--- config.mk ---
export PLATFORM = sky130hd
export DESIGN_NAME = pemstat_sacc_mc
export DESIGN_NICKNAME = d
export VERILOG_FILES = /design/src/rtl/pemstat_pkg.sv /design/src/rtl/pemstat_sacc_lane.sv /design/src/rtl/pemstat_sacc_mc.sv
export SDC_FILE = /design/constraint.sdc
export NUM_CORES = 1
export LEC_CHECK = 0
export BUFFER_PORTS_ARGS = -buffer_cell sky130_fd_sc_hd__buf_2
export CAP_MARGIN = 10
export CORE_MARGIN = 5
export CORE_UTILIZATION = 40
export CTS_CLUSTER_SIZE = 12
export DETAILED_ROUTE_END_ITERATION = 10
export GPL_TIMING_DRIVEN = 0
export PLACE_DENSITY = 0.65
export REMOVE_ABC_BUFFERS = 1
export SLEW_MARGIN = 15
export SYNTH_ARGS = -nofsm -noshare
export SYNTH_HDL_FRONTEND = slang
export SYNTH_SLANG_ARGS = --single-unit
--- constraint.sdc ---
create_clock -name clk_i -period 2.92 [get_ports clk_i]
set_input_delay 0.438 -clock clk_i [delete_from_list [all_inputs] [get_ports clk_i]]
set_output_delay 0.438 -clock clk_i [all_outputs]
set_load 0.005 [all_outputs]
--- src/rtl/pemstat_pkg.sv ---
// Shared definitions for the MAC statistics accumulator and the host register bank.
// Default counter geometry and the per-lane update priority encoding live here.
package pemstat_pkg;

  localparam int unsigned NchDef  = 8;
  localparam int unsigned CntWDef = 32;
  localparam int unsigned IncWDef = 4;

  // Per-lane update operation, resolved from the three per-lane request hits.
  typedef enum logic [2:0] {
    OpHold,
    OpClear,
    OpInc,
    OpClrInc,
    OpLoad
  } lane_op_e;

  // Priority: host load > clear-then-add > increment > clear-on-read > hold.
  function automatic lane_op_e lane_op(logic wr_hit, logic inc_hit, logic clr_hit);
    if (wr_hit) begin
      return OpLoad;
    end else if (clr_hit && inc_hit) begin
      return OpClrInc;
    end else if (inc_hit) begin
      return OpInc;
    end else if (clr_hit) begin
      return OpClear;
    end
    return OpHold;
  endfunction

endpackage

--- src/rtl/pemstat_sacc_lane.sv ---
// One statistics counter channel: counter register plus sticky overflow flag.
// Applies the load / clear / increment priority and the wrap or saturate rule.
module pemstat_sacc_lane
  import pemstat_pkg::*;
#(
  parameter int unsigned CNT_W = CntWDef,
  parameter int unsigned INC_W = IncWDef
) (
  input  logic             clk_i,
  input  logic             rst_ni,
  input  logic             wr_hit_i,
  input  logic [CNT_W-1:0] wr_data_i,
  input  logic             inc_hit_i,
  input  logic [INC_W-1:0] inc_val_i,
  input  logic             clr_hit_i,
  input  logic             sat_mode_i,
  input  logic             ovf_clr_i,
  output logic [CNT_W-1:0] cnt_o,
  output logic [CNT_W-1:0] cnt_d_o,
  output logic             ovf_o
);

  logic [CNT_W-1:0] cnt_q, cnt_d;
  logic             ovf_q, ovf_d;
  logic [CNT_W:0]   sum;
  logic             carry;
  lane_op_e         op;

  assign sum = {1'b0, cnt_q} + (CNT_W + 1)'(inc_val_i);
  assign op  = lane_op(wr_hit_i, inc_hit_i, clr_hit_i);

  // Next counter value and overflow flag; only a plain increment can carry.
  always_comb begin
    cnt_d = cnt_q;
    carry = 1'b0;
    unique case (op)
      OpLoad:   cnt_d = wr_data_i;
      OpClrInc: cnt_d = CNT_W'(inc_val_i);
      OpInc: begin
        carry = sum[CNT_W];
        cnt_d = (carry && sat_mode_i) ? '1 : sum[CNT_W-1:0];
      end
      OpClear:  cnt_d = '0;
      default:  cnt_d = cnt_q;
    endcase
    // Host clear wins over a same-cycle overflow.
    ovf_d = ovf_clr_i ? 1'b0 : (ovf_q | carry);
  end

  // Counter and flag state with synchronous reset.
  always_ff @(posedge clk_i) begin
    if (!rst_ni) begin
      cnt_q <= '0;
      ovf_q <= 1'b0;
    end else begin
      cnt_q <= cnt_d;
      ovf_q <= ovf_d;
    end
  end

  assign cnt_o   = cnt_q;
  assign cnt_d_o = cnt_d;
  assign ovf_o   = ovf_q;

endmodule

--- src/rtl/pemstat_sacc_mc.sv ---
// Multi-channel statistics accumulator: NCH counter lanes, host load/read with optional
// clear-on-read, sticky overflow flags and a registered aggregate interrupt.
// Optional build macro PEMSTAT_SACC_SNAP_EN adds a snap input and a shadow array that reads use.
module pemstat_sacc_mc
  import pemstat_pkg::*;
#(
  parameter int unsigned NCH   = NchDef,
  parameter int unsigned CNT_W = CntWDef,
  parameter int unsigned INC_W = IncWDef,
  localparam int unsigned CH_W = $clog2(NCH)
) (
  input  logic             clk_i,
  input  logic             rst_ni,
  input  logic             inc_vld_i,
  input  logic [CH_W-1:0]  inc_ch_i,
  input  logic [INC_W-1:0] inc_val_i,
  input  logic             wr_en_i,
  input  logic [CH_W-1:0]  wr_ch_i,
  input  logic [31:0]      wr_data_i,
  input  logic             rd_en_i,
  input  logic [CH_W-1:0]  rd_ch_i,
`ifdef PEMSTAT_SACC_SNAP_EN
  input  logic             snap_i,
`endif
  output logic [31:0]      rd_data_o,
  output logic             rd_vld_o,
  input  logic             cor_en_i,
  input  logic             sat_mode_i,
  input  logic [NCH-1:0]   ovf_clr_i,
  output logic [NCH-1:0]   ovf_flags_o,
  output logic             ovf_irq_o
);

  logic [CNT_W-1:0] cnt_q [NCH];
  logic [CNT_W-1:0] cnt_d [NCH];
  logic [CNT_W-1:0] rd_src [NCH];
  logic [CNT_W-1:0] rd_sel;
  logic [31:0]      rd_data_q;
  logic             rd_vld_q;
  logic             ovf_irq_q;

  if (CNT_W < 32) begin : g_wr_unused
    logic unused_wr_hi;
    assign unused_wr_hi = ^wr_data_i[31:CNT_W];
  end

  // Out-of-range channel indices match no lane, so such accesses fall through untouched.
  for (genvar i = 0; i < NCH; i++) begin : g_lane
    pemstat_sacc_lane #(
      .CNT_W (CNT_W),
      .INC_W (INC_W)
    ) u_lane (
      .clk_i      (clk_i),
      .rst_ni     (rst_ni),
      .wr_hit_i   (wr_en_i && (wr_ch_i == CH_W'(i))),
      .wr_data_i  (wr_data_i[CNT_W-1:0]),
      .inc_hit_i  (inc_vld_i && (inc_ch_i == CH_W'(i))),
      .inc_val_i  (inc_val_i),
      .clr_hit_i  (rd_en_i && cor_en_i && (rd_ch_i == CH_W'(i))),
      .sat_mode_i (sat_mode_i),
      .ovf_clr_i  (ovf_clr_i[i]),
      .cnt_o      (cnt_q[i]),
      .cnt_d_o    (cnt_d[i]),
      .ovf_o      (ovf_flags_o[i])
    );
  end

`ifdef PEMSTAT_SACC_SNAP_EN
  logic [CNT_W-1:0] shadow_q [NCH];

  // Snapshot captures the post-update counters; clear-on-read never touches the shadow.
  always_ff @(posedge clk_i) begin
    for (int unsigned i = 0; i < NCH; i++) begin
      if (!rst_ni) begin
        shadow_q[i] <= '0;
      end else if (snap_i) begin
        shadow_q[i] <= cnt_d[i];
      end
    end
  end

  assign rd_src = shadow_q;
`else
  logic [CNT_W-1:0] unused_cnt_d [NCH];
  assign unused_cnt_d = cnt_d;
  assign rd_src       = cnt_q;
`endif

  // Read mux; an out-of-range channel selects nothing and yields zero.
  always_comb begin
    rd_sel = '0;
    for (int unsigned i = 0; i < NCH; i++) begin
      if (rd_ch_i == CH_W'(i)) begin
        rd_sel = rd_src[i];
      end
    end
  end

  // Read data register (held between reads), read-valid pulse and aggregate interrupt.
  always_ff @(posedge clk_i) begin
    if (!rst_ni) begin
      rd_data_q <= '0;
      rd_vld_q  <= 1'b0;
      ovf_irq_q <= 1'b0;
    end else begin
      rd_vld_q  <= rd_en_i;
      ovf_irq_q <= |ovf_flags_o;
      if (rd_en_i) begin
        rd_data_q <= 32'(rd_sel);
      end
    end
  end

  assign rd_data_o = rd_data_q;
  assign rd_vld_o  = rd_vld_q;
  assign ovf_irq_o = ovf_irq_q;

endmodule

==> flow_summary.ini <==
[outcome]
status = finished clean

[yosys]
synth_area_per_cell_um2 = 7.79
synth-async-reset-ratio = 0
synth_edf_count = 0
ys_seq_area_frac = 0.282
synth_area_leaders = dfxtp_1 28%, a21oi_1 7.2%, o21ai_0 5.7%
synthCells = 2719
synth_area_um2 = 21200
synth_top_area_frac = 0.282
yosysMostFrequentCell = a21oi_1
yosys.cell_types.count = 90
synth_top_area_cell = dfxtp_1
ys.flop_type = dfxtp_1
ys_top_cells_by_count = 304 x a21oi_1, 298 x dfxtp_1, 241 x o21ai_0
yosysWarnings = 0
ys_seq_elements = 298

[setup_path]
critPathKind = in2reg
required_ns = 3.42
cpPeakStageDelay_ns = 0.81
crit_top_cell = a21oi_1
crit_arrival_ns = 3.40
crit_buf_inv = 3
end_kind = flop
crit_chain = buf_4 -> buf_12 -> nor3b_2 -> a21oi_1 -> nor2b_2 -> buf_8 -> nor2_1 -> a41o_1 -> a21oi_1
path_delay_family = compound AO/OA/AOI/OAI gates
worstPathMaxFanout = 41
start_kind = primary input
cp_slowest_cell = a21oi_1

[hold_path]
hold_class = in2reg

[floorplan]
start_util = 0.403
core_area_um2 = 52600
die_height_um = 240
io_pins = 102
rows = 84
die_w_um = 240
die-area_um2 = 57600

[global_routing]
grt_pass1_vias = 21500
antenna_found_initial = 5
track_usage = 0.277
grt_max_degree = 99
overflow = 0
grt_pass1_wl_um = 127000

[placed_design]
dpl_cell_area_um2 = 22100
dp.final_hpwl_um = 61100
routabilityCongestion = 0.990
port_buffers = 101
dp.cells = 3294

[timing]
layout_min_cycle_time_ns = 2.89
setup_violations = 0
worst_slew_pin_slew_ns = 1.09
max-slew-margin-rel = 0.269
clock.fmax_mhz = 346
timing.final.hold_violations = 0
period_share = 0.991
skew_ns = 0.0207
grt_setup_unrepaired = no
report.final.slew_viol_count = 0

[layout]
stdcell_area_um2 = 23600
layout-drive-gt1-share = 0.129
multi_input_area_um2 = 14500
nNetsFinal = 2753
regArea_um2 = 5970
syn_to_final_growth_pct = 11.6
fin_cells = 3373
fillCellCount = 5236

[drt]
drtAntennaViolNets = 0
wl_met3_um = 7900
drc = 0
wirelength_um = 84100
highest_layer = met4
wl_met1_um = 33300
drt_pre_antenna_iters = 5
wl_per_cell_um = 24.9
met2WireLength_um = 38900
vias_per_cell = 6.68
drt_iter0_drc = 3087
num_vias = 22500

[clocking]
cts_tree = done
clk_latency_ns = 0.58
h-tree-depth = 2
clock_sinks = 298
cts.clk_slew.worst_paths_ns = 0.06
clockBufferDepth = 3
ctsRootBufferMaster = clkbuf_16
cts_made_buffers = 38

[pwr]
p_per_area_nw_per_um2 = 460
total_power_mw = 10.9
leakage_nw = 8.09
peakVddDrop_uv = 383

[run]
max_cap_violations = 0
[flip-flops by register name, summed over array words and instances (netlist names)]
name                 cells
rd_vld_o                 1
g_lane.u_lane.ovf_o      8
ovf_irq_o                1
rd_data_o               32
g_lane.u_lane.cnt_o    256
[metal layers]
layer	vias to the layer above	track usage
met4	0	0.117
met5	-	0
met1	10900	0.361
met2	1209	0.458
li1	10200	-
met3	264	0.0465
[final timing paths]
kind,slack (ns),end,depth (start not counted),from
setup / recovery,0.03,g_lane[1].u_lane.cnt_o[23],9,rd_ch_i[1]
hold / removal,0.02,g_lane[2].u_lane.ovf_o,2,ovf_clr_i[2]
setup reg to reg,0.10,g_lane[0].u_lane.cnt_o[17],8,g_lane[0].u_lane.cnt_o[0]
hold reg to reg,0.47,rd_data_o[5],2,rd_data_o[5]
[final cells by class]
type	count	share of cell area
clock inverter	7	0.00148
multi-input combinational	2157	0.614
clock buffer	60	0.0503
antenna	5	0.000530
tap	688	0.0364
timing repair buffer	140	0.0417
inverter	18	0.00318
sequential	298	0.253
[cell families after synthesis]
family | synth area share
compound gates | 0.303
buf+inv | 0.0492
mux | 0.0501
simple gates | 0.213
xor+xnor | 0.0765
flops | 0.282
fa+ha+maj | 0.0265
[through the flow]
step | hold slack (ns) | util | setup TNS, ns | setup slack, ns
2_1_floorplan | 0.466 | - | -253.18 | -2.40
3_3_place_gp | 0.457 | 0.410 | -1356.03 | -6.56
3_5_place_dp | 0.462 | 0.421 | -218.64 | -1.73
4_1_cts | 0.0000746 | 0.447 | 0 | 0.0143
5_1_grt | 0.0161 | 0.449 | 0 | 0.0210
6_report | 0.0208 | 0.449 | 0 | 0.0275
[layout by cell type (no fill, tap or decap), drive strengths merged, types with 14 or more instances in the layout]
cell type  Yosys  final
buf           38    138
o21ai        245    245
and3          49     49
nor3          66     66
nand4         74     74
a21o          28     28
a211oi        30     30
o221ai        16     16
dfxtp        298    298
clkbuf       208     61
o21a          18     18
nor4          32     32
a21oi        304    304
and4          38     38
nand2b        39     39
o22ai         57     57
a22oi        100    100
xnor2        105    105
nand3         93     93
mux2          28     28
xor2          80     80
ha            32     32
a31oi         37     37
a221oi        25     25
and2          24     24
nand2        201    201
o211ai        51     51
nor2         157    157
inv           18     18
a22o          14     14
mux4          32     32
nor2b         14     14
[worst reg2reg max path, delay by kind of cell (launching register included)]
kind | cells | cell delay, ns
AOI/OAI and AO/OA | 2 | 0.40
adders and majority gates | 2 | 0.48
DFF | 1 | 0.40
and+or+nand+nor | 4 | 1.44
[what timing repair did]
action	CTS	global route
cloned	0	0
pin swaps	2	2
resized for setup	24	18
endpoints found under the setup margin	178	81
hold endpoints to repair	1	0
hold buffers	1	0
buffers inserted	4	2
[power by group]
part	internal [mW]	switching (mW)
clock network	2.78	1.99
registers	4.25	0.266
logic	0.585	1.01
total	7.61	3.26
No activity file was read; power rests on OpenSTA's default activity.
